--- config.mk ---
export PLATFORM = sky130hd
export DESIGN_NAME = sprite_loader
export DESIGN_NICKNAME = d
export VERILOG_FILES = /design/src/rtl/sprite_loader.sv
export SDC_FILE = /design/constraint.sdc
export NUM_CORES = 1
export LEC_CHECK = 0
export BUFFER_PORTS_ARGS = -buffer_cell sky130_fd_sc_hd__buf_4
export CORE_MARGIN = 1.5
export CORE_UTILIZATION = 55
export DETAILED_ROUTE_END_ITERATION = 8
export GPL_ROUTABILITY_DRIVEN = 0
export GPL_TIMING_DRIVEN = 0
export PLACE_DENSITY = 0.79
export RECOVER_POWER = 100
export SLEW_MARGIN = 20
export SYNTH_ARGS = -nofsm -noshare
export SYNTH_HDL_FRONTEND = slang
export SYNTH_SLANG_ARGS = --single-unit
--- constraint.sdc ---
create_clock -name CLK -period 3.26 [get_ports CLK]
set_clock_uncertainty 0.15 [all_clocks]
set_input_delay 0.978 -clock CLK [delete_from_list [all_inputs] [get_ports CLK]]
set_output_delay 0.978 -clock CLK [all_outputs]
set_load 0.01 [all_outputs]
--- src/rtl/sprite_loader.sv ---
// Sprite RAM writer: packs a valid/ready byte stream into RGB444 pixels
// and writes them in raster order through a single RAM write port.
module sprite_loader #(
    parameter int unsigned SPRITE_WIDTH  = 100,
    parameter int unsigned SPRITE_HEIGHT = 75,
    parameter int unsigned ADDR_W        = 13
) (
    input  logic              CLK,
    input  logic              RST_N,
    input  logic              start,
    input  logic              abort,
    input  logic [7:0]        byte_in,
    input  logic              byte_valid,
    output logic              byte_ready,
    output logic              wr_en,
    output logic [ADDR_W-1:0] wr_addr,
    output logic [11:0]       wr_data,
    output logic              busy,
    output logic              done,
    output logic [6:0]        col,
    output logic [6:0]        row
);

    localparam int unsigned COL_W = 7;

    typedef enum logic [2:0] {
        IDLE,
        HI,
        LO,
        WR,
        DONE
    } state_t;

    state_t     state;
    state_t     state_d;
    logic [3:0] red;
    logic       xfer;
    logic       last_pix;
    logic       ready_d;
    logic       busy_d;
    logic       wr_en_d;
    logic       done_d;

    assign xfer     = byte_valid && byte_ready;
    assign last_pix = (col == COL_W'(SPRITE_WIDTH - 1)) && (row == COL_W'(SPRITE_HEIGHT - 1));

    // State register
    always_ff @(posedge CLK) begin
        if (!RST_N) begin
            state <= IDLE;
        end else begin
            state <= state_d;
        end
    end

    // Next state; output flags are decoded from the next state so they register with it
    always_comb begin
        state_d = state;
        ready_d = 1'b0;
        busy_d  = 1'b0;
        wr_en_d = 1'b0;
        done_d  = 1'b0;
        case (state)
            IDLE: if (start && !abort) state_d = HI;
            HI: begin
                if (abort)     state_d = IDLE;
                else if (xfer) state_d = LO;
            end
            LO: begin
                if (abort)     state_d = IDLE;
                else if (xfer) state_d = WR;
            end
            WR: begin
                if (abort)         state_d = IDLE;
                else if (last_pix) state_d = DONE;
                else               state_d = HI;
            end
            DONE:    state_d = IDLE;
            default: state_d = IDLE;
        endcase
        ready_d = (state_d == HI) || (state_d == LO);
        busy_d  = (state_d == HI) || (state_d == LO) || (state_d == WR);
        wr_en_d = (state_d == WR);
        done_d  = (state_d == DONE);
    end

    // Output flags, pixel assembly and raster counters
    always_ff @(posedge CLK) begin
        if (!RST_N) begin
            byte_ready <= 1'b0;
            wr_en      <= 1'b0;
            wr_addr    <= '0;
            wr_data    <= '0;
            busy       <= 1'b0;
            done       <= 1'b0;
            col        <= '0;
            row        <= '0;
            red        <= '0;
        end else begin
            byte_ready <= ready_d;
            wr_en      <= wr_en_d;
            busy       <= busy_d;
            done       <= done_d;
            case (state)
                IDLE: begin
                    if (start && !abort) begin
                        col     <= '0;
                        row     <= '0;
                        wr_addr <= '0;
                    end
                end
                HI: if (xfer && !abort) red <= byte_in[3:0];
                LO: if (xfer && !abort) wr_data <= {red, byte_in};
                WR: begin
                    // Address holds at the final pixel so it never passes the last RAM entry
                    if (last_pix) begin
                        col <= '0;
                        row <= '0;
                    end else begin
                        wr_addr <= wr_addr + ADDR_W'(1);
                        if (col == COL_W'(SPRITE_WIDTH - 1)) begin
                            col <= '0;
                            row <= row + COL_W'(1);
                        end else begin
                            col <= col + COL_W'(1);
                        end
                    end
                end
                default: ;
            endcase
        end
    end

endmodule

==> metrics.txt, run 1 <==
status completed; Relative slew margins 58.17%; RSZ-0062 raised after global routing no; main flop type after synthesis dfxtp_1; Post-DP HPWL 3.715 mm; Hold Buf Count CTS 0; post-cts resize count 0; sequential power share 51.6%; H-tree Lvls 2; layout cells sized above 1 9.627%; clock root buffer clkbuf_8; Power Total 0.001198 W; antenna-violating nets left 0; r2r setup slk 0.83 ns; Post-synth EDFFs 0; VDD IR-drop max 353.2 uV; initial core utilization 57.95%; syn_nets 277; sequential area share after synthesis 42.87%; Detailed Route WL 5.160 mm; CTS sink count 50; CTS tree built; Core Area 4029 sq um; largest net degree at the start of global routing 17; row count 23; Cell Chain, Critical Path clkbuf_1 > or4b_1 > a21o_1 > clkbuf_1 > nor2_1 > nor2_1 > a211oi_1; fillcell total 375; WL/cell 13.87 um; Syn Inst Count 260; P&R area growth vs syn 17.58%; top cells by area, synth dfxtp_1 (43%), mux2i_1 (7.7%), nand2_1 (5.9%), nor2_1 (4.5%), a21oi_1 (2.8%); NetSw 0.0002532 W; period utilization 81.64%; Cell Area, Synth 2335 sq um; internal power 0.0009443 W; CP delay by family, top simple AND/OR/NAND/NOR gates; clock-pin slew on the worst setup and hold paths 0.09 ns; first-pass GRT wire length 8.390 mm; final cell count without fillers 372; first-pass iteration count of the detailed router 4; postcts setup bufs 0; Worst R2R Start row[0]$_SDFFE_PN0P_; hold path cells 2; Synth async-reset ratio 0%; CTS Buf Count 5; R2R Path End wr_data[2]$_SDFFE_PN0P_; Nets 338; Via-to-Cell Ratio 5.527; max_cap viols 0; R2R cell count 9; slowest CP cell or4b_1; pwr/cell area 436.2 nW/um^2; clk buf depth 2; Ys Warns 0; Synth cell types 51; Comb power frac 5.2%; I/O pins 56; Initial DRC Count 164; Hold Path Class flop to flop; Fin. Hold Viols 0; vias in the first global route 1811; Worst Hold Endpoint wr_data[11]$_SDFFE_PN0P_; CP Capture Type flop; total gr overflow 0; #FFs+latches synth 50; leading cell type in the layout, fill and taps excluded clkbuf_1; largest area contributor in the netlist dfxtp_1; Critical Path AT 2.74 ns; area share of the largest cell type after synthesis 42.87%; number of port buffers 54; Sw Ratio 21.14%; Seq. cell area 1001 sq um; CP max FO 10; CP max stage delay 0.54 ns; ANT cells 0; most frequent cells in the layout clkbuf_1 (54), dfxtp_1 (50), nand2_1 (37); Setup CP Type input pin to flop; hold path start wr_data[11]$_SDFFE_PN0P_; Clock power frac 43.3%; DR vias 2056; Final setup violation count 0; setup TNS 0 ns; DRC 0; CP Data Required Time 3.34 ns; die area 4645 sq um; total track usage 23.87%; Worst Hold Slack 0.3111 ns; Buf+Inv Stages, Crit Path 2; Tmin final 2.662 ns; die height 68.16 um; DIE WIDTH 68.16 um; max frequency 375.7 MHz; clk_lat worst skew 0.31 ns; Final Slew Violations 0; Multi-input gate area 1211 sq um; Slew @ Worst Pin 0.6274 ns; Avg Inst Size Synth 8.980 sq um; Stages on worst setup path 7; Worst setup SP type input pin; Leak 0.9852 nW; initial antenna violation count 0; placed instance count 364
## routing by layer
| layer | wire, um | track usage [%] | part of all wire [%] | up-vias |
|---|---|---|---|---|
| li1 | - | - | - | 1040 |
| met1 | 2404 | 32.28 | 47 | 961 |
| met2 | 2463 | 36.89 | 48 | 49 |
| met3 | 229 | 5.263 | 4.4 | 6 |
| met4 | 63 | 9.500 | 1.2 | 0 |
| met5 | 0 | 0 | 0 | - |
## worst register-to-register path, cell delays in order, from the launching register on
cell and delay, ns:
dfxtp_1 0.42, inv_1 0.07, ha_1 0.19, nor2b_1 0.15, and4_1 0.23, o32ai_1 0.29
and2_0 0.20, clkbuf_1 0.23, buf_6 0.22, mux2i_1 0.21
## sequential cells by signal, indices dropped and copies added (netlist names)
| name | count |
|---|---|
| wr_addr | 13 |
| wr_data | 12 |
| col | 7 |
| row | 7 |
| red | 4 |
| state | 3 |
| busy | 1 |
| byte_ready | 1 |
| done | 1 |
| wr_en | 1 |
## power by group through the flow
stage               registers (W)  clock network (W)  logic [W]
floorplan                0.000633                  0  0.0000378
global placement         0.000632                  0  0.0000668
detailed placement       0.000632                  0  0.0000678
CTS                      0.000618           0.000526  0.0000683
global route             0.000619           0.000556  0.0000688
finish                   0.000618           0.000518  0.0000617
## how the worst max path moves through the flow
stage | startpoint | end | slack [ns]
after floorplan | abort | row[2]$_SDFFE_PN0P_ | 0.80
after global placement | abort | wr_addr[10]$_SDFFE_PN0P_ | 0.53
after detailed placement | abort | wr_addr[10]$_SDFFE_PN0P_ | 0.49
after CTS | abort | wr_addr[10]$_SDFFE_PN0P_ | 0.80
after global routing | abort | row[1]$_SDFFE_PN0P_ | 0.46
final | abort | row[1]$_SDFFE_PN0P_ | 0.60
## Yosys cell counts (2+ instances only)
| library cell | count |
|---|---|
| xnor2_1 | 6 |
| a41oi_1 | 2 |
| a211oi_1 | 4 |
| buf_6 | 4 |
| o21ai_0 | 3 |
| or4_1 | 2 |
| clkbuf_1 | 7 |
| dfxtp_1 | 50 |
| a31o_2 | 2 |
| xor2_1 | 6 |
| inv_1 | 5 |
| o31ai_1 | 2 |
| mux2i_1 | 18 |
| nand2_1 | 37 |
| and2_1 | 5 |
| nand3_1 | 12 |
| nor4_1 | 2 |
| nor2b_1 | 3 |
| nor2_1 | 28 |
| a21oi_1 | 13 |
| and3_1 | 7 |
| buf_2 | 3 |
| nand4_1 | 8 |
| ha_1 | 4 |
## stage by stage
step	area (sq um)	setup WS, ns	util (%)
floorplan	2335	0.7988	-
global placement	2803	0.5268	69.57
detailed placement	2803	0.4897	69.57
CTS	2940	0.7974	72.98
global route	2745	0.4613	68.14
finish	2745	0.5984	68.14
## cells by family (layout without fill, tap and decap cells)
| kind of cell | after synthesis | after routing | share of synthesized area [%] |
|---|---|---|---|
| and+or+nand+nor | 119 | 119 | 26.96 |
| DFF | 50 | 50 | 42.87 |
| AOI/OAI and AO/OA | 38 | 38 | 11.31 |
| buffers and inverters | 19 | 81 | 4.502 |
| muxes | 18 | 18 | 7.717 |
| xor gates and xnor gates | 12 | 12 | 4.502 |
| adders and majority gates | 4 | 4 | 2.144 |
## area by class of cell
cell class              count  share of cell area (%)
clock buffers               5                   2.507
flip-flops and latches     50                   36.46
multi-input cells         191                   44.12
plain buffers              14                   2.826
well taps                  50                   2.279
clock inverters             3                   2.507
repair buffers             54                   8.614
inverters                   5                  0.6837
(Power assumes the default switching activity.)
==> run 2, diff against run 1 <==
--- a/config.mk
+++ b/config.mk
@@ -5,13 +5,14 @@
 export SDC_FILE = /design/constraint.sdc
 export NUM_CORES = 1
 export LEC_CHECK = 0
+export ABC_AREA = 1
 export BUFFER_PORTS_ARGS = -buffer_cell sky130_fd_sc_hd__buf_4
 export CORE_MARGIN = 1.5
-export CORE_UTILIZATION = 55
+export CORE_UTILIZATION = 53
 export DETAILED_ROUTE_END_ITERATION = 8
 export GPL_ROUTABILITY_DRIVEN = 0
 export GPL_TIMING_DRIVEN = 0
-export PLACE_DENSITY = 0.79
+export PLACE_DENSITY = 0.76
 export RECOVER_POWER = 100
 export SLEW_MARGIN = 20
 export SYNTH_ARGS = -nofsm -noshare
==> constraint.sdc (replaced) <==
create_clock -name CLK -period 2.45 [get_ports CLK]
set_clock_uncertainty 0.15 [all_clocks]
set_input_delay 0.735 -clock CLK [delete_from_list [all_inputs] [get_ports CLK]]
set_output_delay 0.735 -clock CLK [all_outputs]
set_load 0.01 [all_outputs]
==> metrics.txt, run 2 <==
die area 5017 sq um (+8.0%); H-tree Lvls 2 (unchanged); first-pass iteration count of the detailed router 4 (unchanged); layout cells sized above 1 7.109% (-2.5 points); CTS sink count 50 (unchanged); area share of the largest cell type after synthesis 41.05% (-1.8 points); syn_nets 376 (+36%); Synth async-reset ratio 0% (unchanged); Initial DRC Count 132 (-20%); max_cap viols 0 (unchanged); Worst Hold Endpoint red[2]$_SDFFE_PN0P_; Slew @ Worst Pin 0.5654 ns (-0.06204 ns); die height 70.83 um (+3.9%); gr busiest metal met2; clk_lat worst skew 0.30 ns (about the same); ANT cells 0 (unchanged); met3 Usage GRT 4.986% (-0.28 points); P&R area growth vs syn 15.24%; total gr overflow 0 (unchanged); RSZ-0062 raised after global routing no; R2R cell count 10 (+1); Via-to-Cell Ratio 5.205 (-5.8%); leading cell type in the layout, fill and taps excluded nor2_1; period utilization 85.76%; Fin. Hold Viols 0 (unchanged); met1 Use GR 30.56% (-1.7 points); DR vias 2467 (+20%); most frequent cell after synthesis nor2_1; Worst R2R Start col[0]$_SDFFE_PN0P_; Reg with most FFs wr_addr; placed cell areas 2917 sq um (+4.1%); clock-pin slew on the worst setup and hold paths 0.09 ns (about the same); Regs by FF count wr_addr: 13 flops, wr_data: 12 flops; max reg flops 13 (unchanged); most frequent cells in the layout nor2_1 (87), nand2_1 (81), clkbuf_1 (52); Synth cell types 31 (-39%); CTS tree built; Final setup violation count 0 (unchanged); number of port buffers 55 (+1.9%); Avg Inst Size Synth 6.793 sq um (-24%); GR Util met2 40.29% (+3.4 points); Hold Buf Count CTS 0 (unchanged); Layout Utilization 64.10% (-4.0 points); largest area contributor in the netlist dfxtp_1; vias in the first global route 2237 (+24%); clock root buffer clkbuf_8; placed instance count 466 (+28%); r2r setup slk 0.35 ns (-0.48 ns); CP Data Required Time 2.54 ns (-0.80 ns); sequential area share after synthesis 41.05% (-1.8 points); Core Area 4384 sq um (+8.8%); initial core utilization 55.62% (-2.3 points); Post-DP HPWL 4.337 mm (+17%); postcts setup bufs 0 (unchanged); #FFs+latches synth 50 (unchanged); antenna-violating nets left 0 (unchanged); first-pass GRT wire length 9.729 mm (+16%); Cell Area, Synth 2439 sq um (+4.4%); CP Capture Type flop; top cells by count, synth nor2_1 (84), nand2_1 (77), dfxtp_1 (50); Tmin final 2.101 ns; Setup CP Type flop to flop; status completed; row count 24 (+4.3%); CTS Buf Count 5 (unchanged); DRC 0 (unchanged); setup TNS 0 ns (unchanged); clk buf depth 2 (unchanged); VDD IR-drop max 291.6 uV (-17%); Leak 1.040 nW (+5.5%); Relative slew margins 62.31% (+4.1 points); hold path cells 2 (unchanged); final cell area excluding filler cells 2810 sq um (+2.4%); post-cts resize count 0 (unchanged); total track usage 23.89% (about the same); main flop type after synthesis dfxtp_1; I/O pins 56 (unchanged); max frequency 476.0 MHz; Detailed Route WL 5.919 mm (+15%); largest net degree at the start of global routing 15 (-2); Worst Hold Slack 0.3366 ns (+0.02553 ns); CP max FO 10 (unchanged); WL/cell 12.49 um (-10%); pwr/cell area 496.5 nW/um^2 (+14%); Hold Path Class flop to flop; DIE WIDTH 70.83 um (+3.9%); initial antenna violation count 0 (unchanged); final cell count without fillers 474 (+27%); top cells by area, synth dfxtp_1 (41%), nor2_1 (13%), nand2_1 (12%), nand3_1 (6.0%), a21oi_1 (4.1%); Syn Inst Count 359 (+38%); Nets 438 (+30%); Worst setup SP type flop; Critical Path AT 2.19 ns (-0.55 ns); Ys Warns 0 (unchanged); R2R Path End wr_addr[10]$_SDFFE_PN0P_; Post-synth EDFFs 0 (unchanged); Final Slew Violations 0 (unchanged); hold path start red[2]$_SDFFE_PN0P_
==> run 2: changes by cell type in the layout (fill, tap and decap cells not counted), sizes merged, moves of 3 or more <==
cell,delta
nor2,+59
nand2,+45
inv,+24
nand3,+19
o21ai,+19
mux2i,-18
a21oi,+7
and3,-7
and2,-5
xnor2,-4
xor2,-4
a211oi,-3
nor2b,-3
==> run 2: cell type report <==
| type | instances | area, sq um |
|---|---|---|
| Clock inverter | 1 | 5.005 |
| Inverter | 30 | 117.6 |
| Multi-Input combinational cell | 269 | 1234 |
| Buffer | 10 | 57.56 |
| Timing Repair Buffer | 55 | 244.0 |
| Fill cell | 466 | 1574 |
| Tap cell | 52 | 65.06 |
| Clock buffer | 7 | 86.33 |
| Sequential cell | 50 | 1001 |
==> run 2: through the flow <==
stage / setup WS [ns] / power, W
CTS: 0.5844 / 0.001409
finish: 0.3490 / 0.001395
global route: 0.1831 / 0.001439
detailed placement: 0.3741 / 0.0009273
floorplan: 0.6845 / 0.0008889
global placement: 0.4007 / 0.0009261
==> run 2: kinds of logic (layout without fill, tap and decap cells) <==
family / after synthesis / count (layout) / share of synthesized area (%)
adders and majority gates: 4 / 4 / 2.052
and+or+nand+nor: 214 / 214 / 38.17
buffers and inverters: 40 / 103 / 7.235
xor gates and xnor gates: 4 / 4 / 1.437
DFF: 50 / 50 / 41.05
AOI/OAI and AO/OA: 47 / 47 / 10.06
==> run 2: metal layers <==
layer  routed length (um)  vias up  share of wire [%]
li1                     -     1275                  -
met1                 2784     1137                 47
met2                 2819       46                 48
met3                  210        9                3.5
met4                  106        0                1.8
met5                    0        -                  0
==> run 2: critical path, stage by stage, from the launching register on <==
cell	delay (ns)
dfxtp_1	0.42
ha_1	0.25
nand2_1	0.10
nor2_1	0.24
nand2_1	0.28
nand2_4	0.16
nand2_1	0.09
buf_6	0.15
nor2_1	0.09
nor2_1	0.05
nor2_1	0.07
==> run 2: power by group <==
part           switching, W  total (W)  internal, W  leakage (nW)
clock              0.000265   0.000493     0.000228        0.0482
sequential       0.00000449   0.000821     0.000816         0.403
combinational     0.0000510  0.0000815    0.0000305         0.588
==> run 2: how the worst max path moves through the flow <==
stage,startpoint,end,slack (ns),cells past startpoint
CTS,row[0]$_SDFFE_PN0P_,wr_addr[9]$_SDFFE_PN0P_,0.58,10
detailed placement,abort,row[6]$_SDFFE_PN0P_,0.37,11
global placement,abort,row[6]$_SDFFE_PN0P_,0.40,11
floorplan,abort,row[4]$_SDFFE_PN0P_,0.68,9
global route,col[0]$_SDFFE_PN0P_,wr_addr[12]$_SDFFE_PN0P_,0.18,10
finish,col[0]$_SDFFE_PN0P_,wr_addr[10]$_SDFFE_PN0P_,0.35,10
==> run 3, diff against run 2 <==
--- a/config.mk
+++ b/config.mk
@@ -5,14 +5,15 @@
 export SDC_FILE = /design/constraint.sdc
 export NUM_CORES = 1
 export LEC_CHECK = 0
-export ABC_AREA = 1
 export BUFFER_PORTS_ARGS = -buffer_cell sky130_fd_sc_hd__buf_4
+export CELL_PAD_IN_SITES_DETAIL_PLACEMENT = 0
+export CELL_PAD_IN_SITES_GLOBAL_PLACEMENT = 1
 export CORE_MARGIN = 1.5
-export CORE_UTILIZATION = 53
+export CORE_UTILIZATION = 39
 export DETAILED_ROUTE_END_ITERATION = 8
 export GPL_ROUTABILITY_DRIVEN = 0
 export GPL_TIMING_DRIVEN = 0
-export PLACE_DENSITY = 0.76
+export PLACE_DENSITY = 0.75
 export RECOVER_POWER = 100
 export SLEW_MARGIN = 20
 export SYNTH_ARGS = -nofsm -noshare
==> metrics.txt, run 3 (synthesis results as in run 1) <==
status completed; first-pass GRT wire length 8.811 mm (-9.4%); Hold Path Class flop to flop; layout cells sized above 1 12.38% (+5.3 points); ANT cells 0 (unchanged); WL/cell 13.50 um (+8.1%); first-pass iteration count of the detailed router 4 (unchanged); Tmin final 2.266 ns (+0.1647 ns); initial antenna violation count 0 (unchanged); initial core utilization 41.38% (-14 points); CTS Buf Count 5 (unchanged); DR vias 2008 (-19%); CP max FO 10 (unchanged); Layout Utilization 49.23% (-15 points); total gr overflow 0 (unchanged); total track usage 17.54% (-6.4 points); Cell Chain, Critical Path buf_4 > or4b_1 > a21o_1 > clkbuf_2 > nor3b_2 > xnor2_1 > nor2_1; most frequent cells in the layout clkbuf_1 (50), dfxtp_1 (50), nand2_1 (37); Critical Path AT 2.30 ns (+0.11 ns); RSZ-0062 raised after global routing no; Final Slew Violations 0 (unchanged); period utilization 92.48% (+6.7 points); largest net degree at the start of global routing 16 (+1); Relative slew margins 62.12% (-0.18 points); H-tree Lvls 2 (unchanged); Final setup violation count 0 (unchanged); Slew @ Worst Pin 0.5681 ns (+0.002774 ns); Setup CP Type input pin to flop; DIE WIDTH 80.37 um (+13%); Core Area 5642 sq um (+29%); Post-DP HPWL 3.932 mm (-9.3%); antenna-violating nets left 0 (unchanged); Regs by FF count wr_addr: 13 flops, wr_data: 12 flops; Reg with most FFs wr_addr; placed instance count 386 (-17%); vias in the first global route 1808 (-19%); Via-to-Cell Ratio 5.084 (-2.3%); row count 27 (+13%); clock-pin slew on the worst setup and hold paths 0.09 ns (about the same); I/O pins 56 (unchanged); pwr/cell area 517.6 nW/um^2 (+4.3%); max frequency 441.4 MHz (-7.3%); clk buf depth 2 (unchanged); max_cap viols 0 (unchanged); die area 6459 sq um (+29%); CTS sink count 50 (unchanged); Detailed Route WL 5.334 mm (-9.9%); Hold Buf Count CTS 0 (unchanged); max reg flops 13 (unchanged); clk_lat worst skew 0.30 ns (about the same); Leak 0.9950 nW (-4.3%); clock root buffer clkbuf_8; final cell count without fillers 395 (-17%); P&R area growth vs syn 18.97%; VDD IR-drop max 363.2 uV (+25%); CP Capture Type flop; DRC 0 (unchanged); CP delay by family, top simple AND/OR/NAND/NOR gates; Initial DRC Count 59 (-55%); number of port buffers 54 (-1.8%); Worst setup SP type input pin; slowest CP cell or4b_1; Nets 339 (-23%); die height 80.37 um (+13%); CP Data Required Time 2.48 ns (-0.06 ns); Fin. Hold Viols 0 (unchanged); Buf+Inv Stages, Crit Path 2 (+1); CTS tree built; CP max stage delay 0.51 ns (+0.09 ns)
## run 3: per-layer routing
| layer | track usage (%) | part of all wire, % | vias up |
|---|---|---|---|
| met1 | 24.63 | 52 | 928 |
| met2 | 26.47 | 44 | 32 |
| met4 | 5.345 | 1.2 | 0 |
| li1 | - | - | 1042 |
| met5 | 0 | 0 | - |
| met3 | 4.091 | 3.6 | 6 |
## run 3: per-stage QoR
| stage | hold slack [ns] | worst slack (ns) | cell area [sq um] | total power, W | TNS, ns |
|---|---|---|---|---|---|
| after global routing | 0.3334 | 0.09398 | 2778 | 0.001509 | 0 |
| after global placement | 0.2950 | -0.08301 | 2830 | 0.0009328 | -0.1036 |
| after floorplan | 0.2874 | 0.2318 | 2335 | 0.0008927 | 0 |
| final | 0.3148 | 0.1843 | 2778 | 0.001438 | 0 |
| after CTS | 0.3189 | 0.1482 | 2935 | 0.001467 | 0 |
| after detailed placement | 0.3008 | -0.07907 | 2830 | 0.0009324 | -0.1097 |
## run 3: repair_timing
item,CTS,global route
gates resized for setup,0,2
setup buffers,0,1
setup endpoints to repair,0,3
## run 3: where the power goes
part,total [W],internal [W],switching [W],leakage (nW)
logic,0.0000858,0.0000329,0.0000529,0.537
registers,0.000822,0.000817,0.00000442,0.403
clock network,0.000530,0.000259,0.000271,0.0544
## run 3: layout make-up
| cell class | instances | area (sq um) |
|---|---|---|
| multi-input cells | 191 | 1231 |
| clock inverters | 1 | 8.758 |
| inverters | 5 | 18.77 |
| flip-flops and latches | 50 | 1001 |
| repair buffers | 55 | 251.5 |
| well taps | 72 | 90.09 |
| plain buffers | 14 | 80.08 |
| clock buffers | 7 | 96.34 |
| fillers | 564 | 2864 |
## run 3: worst register-to-register path: stages, from the launching register on
cell and delay (ns):
dfxtp_1 0.42, ha_1 0.28, nor2b_2 0.25, and4_4 0.27, o32ai_2 0.11, and2_1 0.19
buf_2 0.14, buf_6 0.16, mux2i_1 0.13
## run 3: path summary, 6_finish.rpt
kind / start / endpoint / slack (ns) / depth (start not counted)
min reg2reg: red[1]$_SDFFE_PN0P_ / wr_data[9]$_SDFFE_PN0P_ / 0.31 / 2
min: red[1]$_SDFFE_PN0P_ / wr_data[9]$_SDFFE_PN0P_ / 0.31 / 2
max: abort / row[2]$_SDFFE_PN0P_ / 0.18 / 7
max reg2reg: col[1]$_SDFFE_PN0P_ / wr_data[10]$_SDFFE_PN0P_ / 0.25 / 8
